### config.mk
export PLATFORM = sky130hd
export DESIGN_NAME = vram_arbiter_flat
export DESIGN_NICKNAME = d
export VERILOG_FILES = /design/src/rtl/vram_arbiter_if.sv /design/src/rtl/vram_arbiter.sv /design/src/flat_wrapper.sv
export SDC_FILE = /design/constraint.sdc
export NUM_CORES = 1
export LEC_CHECK = 0
export BUFFER_PORTS_ARGS = -buffer_cell sky130_fd_sc_hd__buf_2
export CORE_MARGIN = 8
export CORE_UTILIZATION = 27
export CTS_CLUSTER_DIAMETER = 120
export DETAILED_ROUTE_END_ITERATION = 7
export HOLD_SLACK_MARGIN = 0.05
export SLEW_MARGIN = 20
export SYNTH_ARGS = -nofsm -noshare
export SYNTH_HDL_FRONTEND = slang
export SYNTH_SLANG_ARGS = --single-unit
export TNS_END_PERCENT = 20
### constraint.sdc
create_clock -name Bus2IP_Clk -period 2.8 [get_ports Bus2IP_Clk]
set_input_delay 0.56 -clock Bus2IP_Clk [delete_from_list [all_inputs] [get_ports Bus2IP_Clk]]
set_output_delay 0.56 -clock Bus2IP_Clk [all_outputs]
set_load 0.02 [all_outputs]
### src/rtl/vram_arbiter_if.sv
// Signal bundle between the VRAM arbiter, its two requestors (scan-out, CPU slave) and the RAM.
// The slave modport is the arbiter's view; the master modport is the surrounding logic's view.
interface vram_arbiter_if #(
   parameter int unsigned ADDR_W = 13,
   parameter int unsigned DATA_W = 32
);
   localparam int unsigned BE_W = DATA_W / 8;

   logic              scan_req;
   logic [ADDR_W-1:0] scan_addr;
   logic              scan_ack;
   logic              scan_valid;
   logic [DATA_W-1:0] scan_data;

   logic              cpu_cs;
   logic              cpu_rnw;
   logic [ADDR_W-1:0] cpu_addr;
   logic [DATA_W-1:0] cpu_wdata;
   logic [BE_W-1:0]   cpu_be;
   logic              cpu_rd_ack;
   logic              cpu_wr_ack;
   logic              cpu_error;
   logic [DATA_W-1:0] cpu_rdata;

   logic              ram_en;
   logic [BE_W-1:0]   ram_we;
   logic [ADDR_W-1:0] ram_addr;
   logic [DATA_W-1:0] ram_wdata;
   logic [DATA_W-1:0] ram_rdata;

   logic              underrun;
   logic              underrun_clr;

   modport slave (
      input  scan_req, scan_addr, cpu_cs, cpu_rnw, cpu_addr, cpu_wdata, cpu_be, ram_rdata,
             underrun_clr,
      output scan_ack, scan_valid, scan_data, cpu_rd_ack, cpu_wr_ack, cpu_error, cpu_rdata,
             ram_en, ram_we, ram_addr, ram_wdata, underrun
   );

   modport master (
      output scan_req, scan_addr, cpu_cs, cpu_rnw, cpu_addr, cpu_wdata, cpu_be, ram_rdata,
             underrun_clr,
      input  scan_ack, scan_valid, scan_data, cpu_rd_ack, cpu_wr_ack, cpu_error, cpu_rdata,
             ram_en, ram_we, ram_addr, ram_wdata, underrun
   );
endinterface

### src/rtl/vram_arbiter.sv
// Single-port VRAM arbiter: scan-out fetch has priority, a starvation counter guarantees the CPU
// a slot, and a deadline counter flags scan fetches that waited too long (sticky underrun).
module vram_arbiter #(
   parameter int unsigned ADDR_W        = 13,
   parameter int unsigned DATA_W        = 32,
   parameter int unsigned VRAM_DEPTH    = 4800,
   parameter int unsigned MAX_STARVE    = 4,
   parameter int unsigned SCAN_DEADLINE = 8
) (
   input logic           Bus2IP_Clk,
   input logic           Bus2IP_Reset_n,
   vram_arbiter_if.slave bus
);
   localparam int unsigned BE_W = DATA_W / 8;
   localparam int unsigned SW   = (MAX_STARVE > 0) ? $clog2(MAX_STARVE + 1) : 1;
   localparam int unsigned WW   = (SCAN_DEADLINE > 0) ? $clog2(SCAN_DEADLINE + 1) : 1;

   localparam logic [SW-1:0]     STARVE_MAX = SW'(MAX_STARVE);
   localparam logic [WW-1:0]     WAIT_MAX   = WW'(SCAN_DEADLINE);
   localparam logic [ADDR_W:0]   DEPTH      = (ADDR_W + 1)'(VRAM_DEPTH);

   typedef enum logic [1:0] {StIdle, StAcc, StResp} state_e;

   state_e            state_q, state_d;
   logic              grant_cpu_q, grant_cpu_d;
   logic              rnw_q, rnw_d;
   logic              err_q, err_d;
   logic [SW-1:0]     starve_q, starve_d;
   logic [WW-1:0]     wait_q, wait_d;

   logic              scan_ack_q, scan_ack_d;
   logic              scan_valid_q, scan_valid_d;
   logic [DATA_W-1:0] scan_data_q, scan_data_d;
   logic              cpu_rd_ack_q, cpu_rd_ack_d;
   logic              cpu_wr_ack_q, cpu_wr_ack_d;
   logic              cpu_error_q, cpu_error_d;
   logic [DATA_W-1:0] cpu_rdata_q, cpu_rdata_d;
   logic              ram_en_q, ram_en_d;
   logic [BE_W-1:0]   ram_we_q, ram_we_d;
   logic [ADDR_W-1:0] ram_addr_q, ram_addr_d;
   logic [DATA_W-1:0] ram_wdata_q, ram_wdata_d;
   logic              underrun_q, underrun_d;

   logic cpu_eligible;
   logic cpu_oor;

   // An ack still on the bus means cpu_cs is the IPIF tail of the access just served.
   assign cpu_eligible = bus.cpu_cs & ~(cpu_rd_ack_q | cpu_wr_ack_q);
   assign cpu_oor      = {1'b0, bus.cpu_addr} >= DEPTH;

   always_comb begin
      state_d      = state_q;
      grant_cpu_d  = grant_cpu_q;
      rnw_d        = rnw_q;
      err_d        = err_q;
      starve_d     = starve_q;
      scan_ack_d   = 1'b0;
      scan_valid_d = 1'b0;
      scan_data_d  = '0;
      cpu_rd_ack_d = 1'b0;
      cpu_wr_ack_d = 1'b0;
      cpu_error_d  = 1'b0;
      cpu_rdata_d  = '0;
      ram_en_d     = 1'b0;
      ram_we_d     = '0;
      ram_addr_d   = ram_addr_q;
      ram_wdata_d  = ram_wdata_q;

      unique case (state_q)
         StIdle: begin
            if (cpu_eligible && (!bus.scan_req || starve_q == STARVE_MAX)) begin
               state_d     = StAcc;
               grant_cpu_d = 1'b1;
               rnw_d       = bus.cpu_rnw;
               err_d       = cpu_oor;
               ram_en_d    = ~cpu_oor;
               ram_we_d    = (bus.cpu_rnw || cpu_oor) ? '0 : bus.cpu_be;
               ram_addr_d  = bus.cpu_addr;
               ram_wdata_d = bus.cpu_wdata;
               starve_d    = '0;
            end else if (bus.scan_req) begin
               state_d     = StAcc;
               grant_cpu_d = 1'b0;
               rnw_d       = 1'b1;
               err_d       = 1'b0;
               ram_en_d    = 1'b1;
               ram_addr_d  = bus.scan_addr;
               scan_ack_d  = 1'b1;
               if (cpu_eligible && starve_q != STARVE_MAX) begin
                  starve_d = starve_q + 1'b1;
               end
            end
         end
         StAcc: begin
            state_d = StResp;
         end
         StResp: begin
            state_d = StIdle;
            if (grant_cpu_q) begin
               cpu_rd_ack_d = rnw_q;
               cpu_wr_ack_d = ~rnw_q;
               cpu_error_d  = err_q;
               if (rnw_q && !err_q) begin
                  cpu_rdata_d = bus.ram_rdata;
               end
            end else begin
               scan_valid_d = 1'b1;
               scan_data_d  = bus.ram_rdata;
            end
         end
         default: begin
            state_d = StIdle;
         end
      endcase

      if (!bus.cpu_cs) begin
         starve_d = '0;
      end
   end

   // Deadline tracking; the underrun flag is set on the cycle the wait count reaches the limit.
   always_comb begin
      wait_d     = wait_q;
      underrun_d = underrun_q;
      if (!bus.scan_req || scan_ack_q) begin
         wait_d = '0;
      end else if (wait_q != WAIT_MAX) begin
         wait_d = wait_q + 1'b1;
      end
      if (bus.underrun_clr) begin
         underrun_d = 1'b0;
      end
      if (wait_d == WAIT_MAX && wait_q != WAIT_MAX) begin
         underrun_d = 1'b1;
      end
   end

   always_ff @(posedge Bus2IP_Clk or negedge Bus2IP_Reset_n) begin
      if (!Bus2IP_Reset_n) begin
         state_q      <= StIdle;
         grant_cpu_q  <= 1'b0;
         rnw_q        <= 1'b0;
         err_q        <= 1'b0;
         starve_q     <= '0;
         wait_q       <= '0;
         scan_ack_q   <= 1'b0;
         scan_valid_q <= 1'b0;
         scan_data_q  <= '0;
         cpu_rd_ack_q <= 1'b0;
         cpu_wr_ack_q <= 1'b0;
         cpu_error_q  <= 1'b0;
         cpu_rdata_q  <= '0;
         ram_en_q     <= 1'b0;
         ram_we_q     <= '0;
         ram_addr_q   <= '0;
         ram_wdata_q  <= '0;
         underrun_q   <= 1'b0;
      end else begin
         state_q      <= state_d;
         grant_cpu_q  <= grant_cpu_d;
         rnw_q        <= rnw_d;
         err_q        <= err_d;
         starve_q     <= starve_d;
         wait_q       <= wait_d;
         scan_ack_q   <= scan_ack_d;
         scan_valid_q <= scan_valid_d;
         scan_data_q  <= scan_data_d;
         cpu_rd_ack_q <= cpu_rd_ack_d;
         cpu_wr_ack_q <= cpu_wr_ack_d;
         cpu_error_q  <= cpu_error_d;
         cpu_rdata_q  <= cpu_rdata_d;
         ram_en_q     <= ram_en_d;
         ram_we_q     <= ram_we_d;
         ram_addr_q   <= ram_addr_d;
         ram_wdata_q  <= ram_wdata_d;
         underrun_q   <= underrun_d;
      end
   end

   assign bus.scan_ack   = scan_ack_q;
   assign bus.scan_valid = scan_valid_q;
   assign bus.scan_data  = scan_data_q;
   assign bus.cpu_rd_ack = cpu_rd_ack_q;
   assign bus.cpu_wr_ack = cpu_wr_ack_q;
   assign bus.cpu_error  = cpu_error_q;
   assign bus.cpu_rdata  = cpu_rdata_q;
   assign bus.ram_en     = ram_en_q;
   assign bus.ram_we     = ram_we_q;
   assign bus.ram_addr   = ram_addr_q;
   assign bus.ram_wdata  = ram_wdata_q;
   assign bus.underrun   = underrun_q;
endmodule

### src/flat_wrapper.sv
// flat-port wrapper written by rule: the top's interface ports become plain ports
module vram_arbiter_flat 
#(
   parameter int unsigned ADDR_W        = 13,
   parameter int unsigned DATA_W        = 32,
   parameter int unsigned VRAM_DEPTH    = 4800,
   parameter int unsigned MAX_STARVE    = 4,
   parameter int unsigned SCAN_DEADLINE = 8
)
  (Bus2IP_Clk, Bus2IP_Reset_n, bus_scan_req, bus_scan_addr, bus_cpu_cs, bus_cpu_rnw, bus_cpu_addr, bus_cpu_wdata, bus_cpu_be, bus_ram_rdata, bus_underrun_clr, bus_scan_ack, bus_scan_valid, bus_scan_data, bus_cpu_rd_ack, bus_cpu_wr_ack, bus_cpu_error, bus_cpu_rdata, bus_ram_en, bus_ram_we, bus_ram_addr, bus_ram_wdata, bus_underrun);
  vram_arbiter_if #(.ADDR_W(ADDR_W), .DATA_W(DATA_W)) bus_i ();
  input logic Bus2IP_Clk;
  input logic Bus2IP_Reset_n;
  input wire logic [$bits(bus_i.scan_req)-1:0] bus_scan_req;
  input wire logic [$bits(bus_i.scan_addr)-1:0] bus_scan_addr;
  input wire logic [$bits(bus_i.cpu_cs)-1:0] bus_cpu_cs;
  input wire logic [$bits(bus_i.cpu_rnw)-1:0] bus_cpu_rnw;
  input wire logic [$bits(bus_i.cpu_addr)-1:0] bus_cpu_addr;
  input wire logic [$bits(bus_i.cpu_wdata)-1:0] bus_cpu_wdata;
  input wire logic [$bits(bus_i.cpu_be)-1:0] bus_cpu_be;
  input wire logic [$bits(bus_i.ram_rdata)-1:0] bus_ram_rdata;
  input wire logic [$bits(bus_i.underrun_clr)-1:0] bus_underrun_clr;
  output wire logic [$bits(bus_i.scan_ack)-1:0] bus_scan_ack;
  output wire logic [$bits(bus_i.scan_valid)-1:0] bus_scan_valid;
  output wire logic [$bits(bus_i.scan_data)-1:0] bus_scan_data;
  output wire logic [$bits(bus_i.cpu_rd_ack)-1:0] bus_cpu_rd_ack;
  output wire logic [$bits(bus_i.cpu_wr_ack)-1:0] bus_cpu_wr_ack;
  output wire logic [$bits(bus_i.cpu_error)-1:0] bus_cpu_error;
  output wire logic [$bits(bus_i.cpu_rdata)-1:0] bus_cpu_rdata;
  output wire logic [$bits(bus_i.ram_en)-1:0] bus_ram_en;
  output wire logic [$bits(bus_i.ram_we)-1:0] bus_ram_we;
  output wire logic [$bits(bus_i.ram_addr)-1:0] bus_ram_addr;
  output wire logic [$bits(bus_i.ram_wdata)-1:0] bus_ram_wdata;
  output wire logic [$bits(bus_i.underrun)-1:0] bus_underrun;
  assign bus_i.scan_req = bus_scan_req;
  assign bus_i.scan_addr = bus_scan_addr;
  assign bus_i.cpu_cs = bus_cpu_cs;
  assign bus_i.cpu_rnw = bus_cpu_rnw;
  assign bus_i.cpu_addr = bus_cpu_addr;
  assign bus_i.cpu_wdata = bus_cpu_wdata;
  assign bus_i.cpu_be = bus_cpu_be;
  assign bus_i.ram_rdata = bus_ram_rdata;
  assign bus_i.underrun_clr = bus_underrun_clr;
  assign bus_scan_ack = bus_i.scan_ack;
  assign bus_scan_valid = bus_i.scan_valid;
  assign bus_scan_data = bus_i.scan_data;
  assign bus_cpu_rd_ack = bus_i.cpu_rd_ack;
  assign bus_cpu_wr_ack = bus_i.cpu_wr_ack;
  assign bus_cpu_error = bus_i.cpu_error;
  assign bus_cpu_rdata = bus_i.cpu_rdata;
  assign bus_ram_en = bus_i.ram_en;
  assign bus_ram_we = bus_i.ram_we;
  assign bus_ram_addr = bus_i.ram_addr;
  assign bus_ram_wdata = bus_i.ram_wdata;
  assign bus_underrun = bus_i.underrun;
  vram_arbiter #(.ADDR_W(ADDR_W), .DATA_W(DATA_W), .VRAM_DEPTH(VRAM_DEPTH), .MAX_STARVE(MAX_STARVE), .SCAN_DEADLINE(SCAN_DEADLINE)) u_core (.Bus2IP_Clk(Bus2IP_Clk), .Bus2IP_Reset_n(Bus2IP_Reset_n), .bus(bus_i));
endmodule
### Word level (Yosys, flattened, before mapping)

Cells that the tools add are included.

| operators by class | value |
|---|---|
| $add $sub $neg | 2 |
| order comparisons | 1 |
| equal/unequal tests | 10 |
| muxes and demuxes | 40 |
| bitwise gates (word level) | 5 |
| reductions and logical operators | 15 |

Operators by type and width:

| operator | number |
|---|---|
| 32-bit 2-to-1 mux | 5 |
| 13-bit 2-to-1 mux | 2 |
| 1-bit 2-to-1 mux | 20 |
| 4-bit 2-to-1 mux | 5 |
| 3-bit 2-to-1 mux | 5 |
| 13-bit greater-or-equal comparator, second input constant | 1 |
| 3-bit by 2-bit inequality test with 1-bit output, second input constant | 2 |
| 4-bit by 1-bit adder with 4-bit output, second input constant | 1 |
| 4-bit == test, second input constant | 1 |
| 1-bit logical AND | 4 |
| 2-bit 2-to-1 mux | 2 |
| 4-bit inequality test, second input constant | 1 |
| 2-bit one-hot mux with 2 select lines | 1 |
| 2-bit AND reduction | 2 |
| 2-bit nonzero test | 2 |
| 3-bit by 1-bit adder with 3-bit output, second input constant | 1 |
| 3-bit == test, second input constant | 1 |
| 1-bit logical OR | 3 |
| 3-bit by 1-bit inequality test with 1-bit output, second input constant | 1 |
| 3-bit inequality test, second input constant | 1 |
| 1-bit NOT | 3 |
| 3-bit AND reduction | 1 |
| 2-bit by 1-bit == test with 1-bit output, second input constant | 1 |
| 2-bit == test, second input constant | 1 |
| 5 further kinds | 6 |

| storage, ports and cells | value |
|---|---|
| flip-flop bits (word level) | 132 |
| input bits | 100 |
| output and inout port bits | 120 |
| logic and storage cells | 91 |

### Logic depth before layout (Yosys ltp)

| depth | value |
|---|---|
| depth in word-level cells | 9 |
| depth in mapped cells | 8 |
| depth with buffers taken out | 6 |

### Least setup slack after synthesis

OpenSTA, ideal clock, no wires.

| path | value |
|---|---|
| path kind | input to register |
| from | input port bus_cpu_cs |
| to | register u_core.ram_addr_q[10] (netlist: u_core.bus.ram_addr[10]) |
| library setup time | 132 ps |
| arrival | 1418 ps |
| required time | 2668 ps |
| setup slack | 1250 ps |
| stages on the path | 6 |
| buffers on the path | 2 |
| cells stage by stage | nor3b_4 -> and2_4 -> buf_12 -> buf_12 -> mux2i_1 -> o21ai_1 |

| between the ends | value |
|---|---|
| longest elaborated chain between the ends | 4 |
| elaborated cells on any way between the ends | 5 |
| those cells by class | 1 x mux; 1 x bitwise; 3 x reduce/logical |

RTL lines:

| item | line | text |
|---|---|---|
| from (decl) | flat_wrapper.sv:16 | `input wire logic [$bits(bus_i.cpu_cs)-1:0] bus_cpu_cs;` |
| 1-bit bitwise AND * | vram_arbiter.sv:48 | `assign cpu_eligible = bus.cpu_cs & ~(cpu_rd_ack_q \| cpu_wr_ack_q);` |
| 1-bit logical AND * | vram_arbiter.sv:71 | `if (cpu_eligible && (!bus.scan_req \|\| starve_q == STARVE_MAX)) begin` |
| 2-bit nonzero test (no line) | n/a |  |
| 2-bit AND reduction (no line) | n/a |  |
| to (signal assigned) | vram_arbiter.sv:174 | `ram_addr_q <= ram_addr_d;` |
| to (decl) | vram_arbiter.sv:40 | `logic [ADDR_W-1:0] ram_addr_q, ram_addr_d;` |

Every way passes the cells marked *; elsewhere a longest branch is shown, timed or not.
A chain may end at the register's enable or synchronous reset.

### Final worst setup path

| path | value |
|---|---|
| from | register u_core.state_q[0] |
| to | register u_core.ram_we_q[3] (netlist: u_core.bus.ram_we[3]) |

| between the ends | value |
|---|---|
| longest elaborated chain between the ends | 2 |

RTL lines:

| item | line | text |
|---|---|---|
| from (decl) | vram_arbiter.sv:24 | `state_e state_q, state_d;` |
| from (signal assigned) | vram_arbiter.sv:140 | `state_q <= StIdle;` |
| from (signal assigned) | vram_arbiter.sv:159 | `state_q <= state_d;` |
| 2-bit zero test | vram_arbiter.sv:69 | `unique case (state_q)` |
| 4-bit 2-to-1 mux | vram_arbiter.sv:69 |  |
| via u_core.ram_we_d[3] | vram_arbiter.sv:39 | `logic [BE_W-1:0] ram_we_q, ram_we_d;` |
| to (signal assigned) | vram_arbiter.sv:173 | `ram_we_q <= ram_we_d;` |
| to (decl) | vram_arbiter.sv:39 |  |

The timed path passes the listed nets, and every way through them passes these cells.

==> impl_metrics.tcl <==
set metrics [dict create \
    reg2reg_slack_ns 1.06 \
    maxSlewViolCount 0 \
    cts_tree "done" \
    setup_viol 0 \
    min_period_ns 1.74 \
    route.vias.total 3662 \
    critPathLaunchType "register" \
    synth_compound_area_share_pct 3.47 \
    synth_cells 415 \
    netlist_area_um2 4870 \
    crit_path_cell_trace "nor2_1 > nand3_2 > a211oi_2 > and2_1" \
    grt_pass1_wl_um 20900 \
    pin_count 220 \
    drt-initial-drc-count 120 \
    antenna_found_initial 5 \
    grt_max_degree 56 \
    dieHeight_um 150 \
    cts.sinks 132 \
    num_antenna_cells 0 \
    synth_top_family_by_area "simple AND/OR/NAND/NOR gates" \
    arrival_ns 2.08 \
    crit_family "simple AND/OR/NAND/NOR gates" \
    gp_congestion 0.726 \
    postCtsResizedCells 0 \
    grt.overflow.total 0 \
    synth_adder_area_share_pct 1.03 \
    ys_top_cells_by_area "dfrtp_1 (68%), and2_1 (9.4%), nand2_1 (8.9%), mux2i_1 (2.7%), ha_1 (1.0%)" \
    synth_fp_nets 519 \
    layout.nets 746 \
    num_rows 49 \
    clock_latency_ns 0.41 \
    cp.required_ns 3.15 \
    wl_per_cell_um 15.3 \
    design_area_um2 6840 \
    clock_skew_ns 0.00942 \
    syn2layout_area_growth_pct 40.5 \
    cts_buffer_depth 2 \
    path_buf_inv 0 \
    status "finished, final reports clean" \
    die_x_um 150 \
    post-cts-setup-buffer-count 0 \
    irDropWorstVdd_mv 0.395 \
    core-area_um2 17800 \
    drcViolationCount 0 \
    totalWireLength_um 13500 \
    cts_buffers 17 \
    crit_fanout 11 \
    htree_levels 4 \
    worstMarginPinSlew_ns 0.625 \
    antenna_left 0 \
    ys_seq_area_share_pct 67.9 \
    slowest_stage "dfrtp_1" \
    path_clk_slew_ns 0.06 \
    yosysTopAreaCell "dfrtp_1" \
    tns_ns 0 \
    die-area_um2 22600 \
    dpl_cell_area_um2 6220 \
    ys_ff_latch 132 \
    grt_use_total_pct 12.3 \
    synthSimpleGateAreaFrac_pct 21.8 \
    hold_buffers 0 \
    cellPowerDensity_nw_per_um2 1030 \
    yosysUniqueCellTypes 39 \
    rsz0062_at_grt "false" \
    via_per_inst 4.15 \
    slew_headroom_pct 58.3 \
    fmax_mhz 575 \
    ys_warn_count 0 \
    dp_hpwl_um 9940 \
    dr.pass1.iters 4 \
    avgSynthCellArea_um2 11.7 \
    final-hold-violation-count 0 \
    grt_pass1_vias 3926 \
    clockRootBuffer "clkbuf_16" \
    port_buffers 219 \
    p_leak_nw 3.86 \
    crit_path_max_incr_delay_ns 0.42 \
    post-route-period-util_pct 62.1 \
    yosys.area.top_type_share_pct 67.9 \
    muxShareOfSynthArea_pct 2.67 \
    synth_xor_area_share_pct 0.540 \
    end_kind "register" \
    start_util_pct 27.3 \
    drive_above_1_share_pct 40.7 \
    maxCapViolCount 0 \
    hold_path_class "in -> async" \
    crit_type "reg -> reg" \
]
## cell families (layout without fill, tap and decap cells)
kind of cell | Yosys count | after routing
flip-flops | 132 | 132
AO/OA/AOI/OAI | 26 | 26
AND/OR/NAND/NOR | 214 | 214
adder cells (fa/ha/maj) | 4 | 4
XOR/XNOR | 3 | 3
multiplexers | 13 | 13
buffers and inverters | 23 | 262
## placed cells by master, fill, tap and decap left out, types with 5 or more instances in the layout
master,synthesis,layout
and2_1,73,73
nand2_1,116,116
nor2_1,8,8
o21ai_0,9,8
o21ai_1,6,6
clkbuf_16,0,17
buf_4,0,6
buf_2,5,218
mux2i_1,13,13
dfrtp_1,132,132
inv_1,5,5
## Yosys cell counts
| library cell | n |
|---|---|
| a41o_1 | 1 |
| and2b_1 | 1 |
| nand2_1 | 116 |
| inv_1 | 5 |
| buf_1 | 1 |
| xnor2_1 | 1 |
| buf_12 | 2 |
| o21ai_1 | 6 |
| dfrtp_1 | 132 |
| buf_2 | 5 |
| a21bo_1 | 1 |
| nand3_1 | 1 |
| or2b_1 | 1 |
| nand3_2 | 1 |
| clkbuf_2 | 3 |
| and2_1 | 73 |
| a211o_1 | 1 |
| clkbuf_1 | 7 |
| o21ai_0 | 9 |
| nor3b_1 | 1 |
| a22o_1 | 1 |
| ha_1 | 4 |
| nor4_1 | 2 |
| and2_4 | 1 |
| nor3_2 | 1 |
| nor2b_1 | 4 |
| and3_2 | 1 |
| nor2_1 | 8 |
| a31o_2 | 1 |
| nor3b_4 | 1 |
| and3b_1 | 2 |
| xor2_1 | 2 |
| a21oi_1 | 1 |
| o22ai_1 | 1 |
| o21a_1 | 1 |
| a211oi_2 | 1 |
| o22a_1 | 1 |
| mux2i_1 | 13 |
| a21o_1 | 1 |
## path summary, 6_finish.rpt
| kind | endpoint | depth (start not counted) | startpoint |
|---|---|---|---|
| worst min register to register | u_core.bus.cpu_wr_ack | 1 | u_core.rnw_q |
| worst min-delay path | u_core.bus.ram_addr[9] | 1 | Bus2IP_Reset_n |
| worst max-delay path | u_core.bus.ram_we[3] | 4 | u_core.state_q[0] |
| max in group asynchronous | u_core.bus.ram_wdata[2] | 2 | Bus2IP_Reset_n |
| min in group Bus2IP_Clk | u_core.bus.ram_wdata[12] | 3 | bus_cpu_wdata[12] |
| worst max register to register | u_core.bus.ram_we[3] | 4 | u_core.state_q[0] |
## routing by layer
layer	GRT usage, %	wire, um	up-vias
met1	13.0	5130	1726
met4	4.20	157	10
li1	-	-	1771
met5	0	57	-
met3	7.63	1640	21
met2	19.7	6500	134
## where the power goes
part	switching (mW)	total, mW	internal [mW]
sequential	0.237	2.66	2.42
clock	0.843	2.31	1.47
combinational	1.39	2.08	0.695
total	2.47	7.06	4.59
## area by class of cell
cell class | count | area (um^2)
Clock inverter | 11 | 151
Inverter | 5 | 18.8
Sequential cell | 132 | 3300
Timing Repair Buffer | 226 | 1170
Multi-Input combinational cell | 260 | 1440
Fill cell | 1790 | 11000
Tap cell | 229 | 287
Clock buffer | 20 | 467
## metrics by stage
| step | hold WS [ns] | setup slack [ns] | total power [mW] | instances | utilization (%) |
|---|---|---|---|---|---|
| finish | 0.0886 | 1.06 | 7.06 | 883 | 38.3 |
| global route | 0.130 | 0.892 | 7.51 | 883 | 38.3 |
| CTS | 0.111 | 1.00 | 7.21 | 883 | 38.3 |
| detailed placement | 0.451 | 0.830 | 4.84 | 852 | 34.9 |
| global placement | 0.450 | 0.872 | 4.80 | 852 | 34.9 |
| floorplan | 0.264 | 1.25 | 3.96 | 415 | - |
## sequential cells by signal, indices dropped and copies added (netlist names), 2 cells and up
register / flops
u_core.bus.scan_data: 32
u_core.bus.ram_we: 4
u_core.starve_q: 3
u_core.wait_q: 4
u_core.bus.ram_addr: 13
u_core.state_q: 2
u_core.bus.ram_wdata: 32
u_core.bus.cpu_rdata: 32
Power figures use the tool's default switching activity.
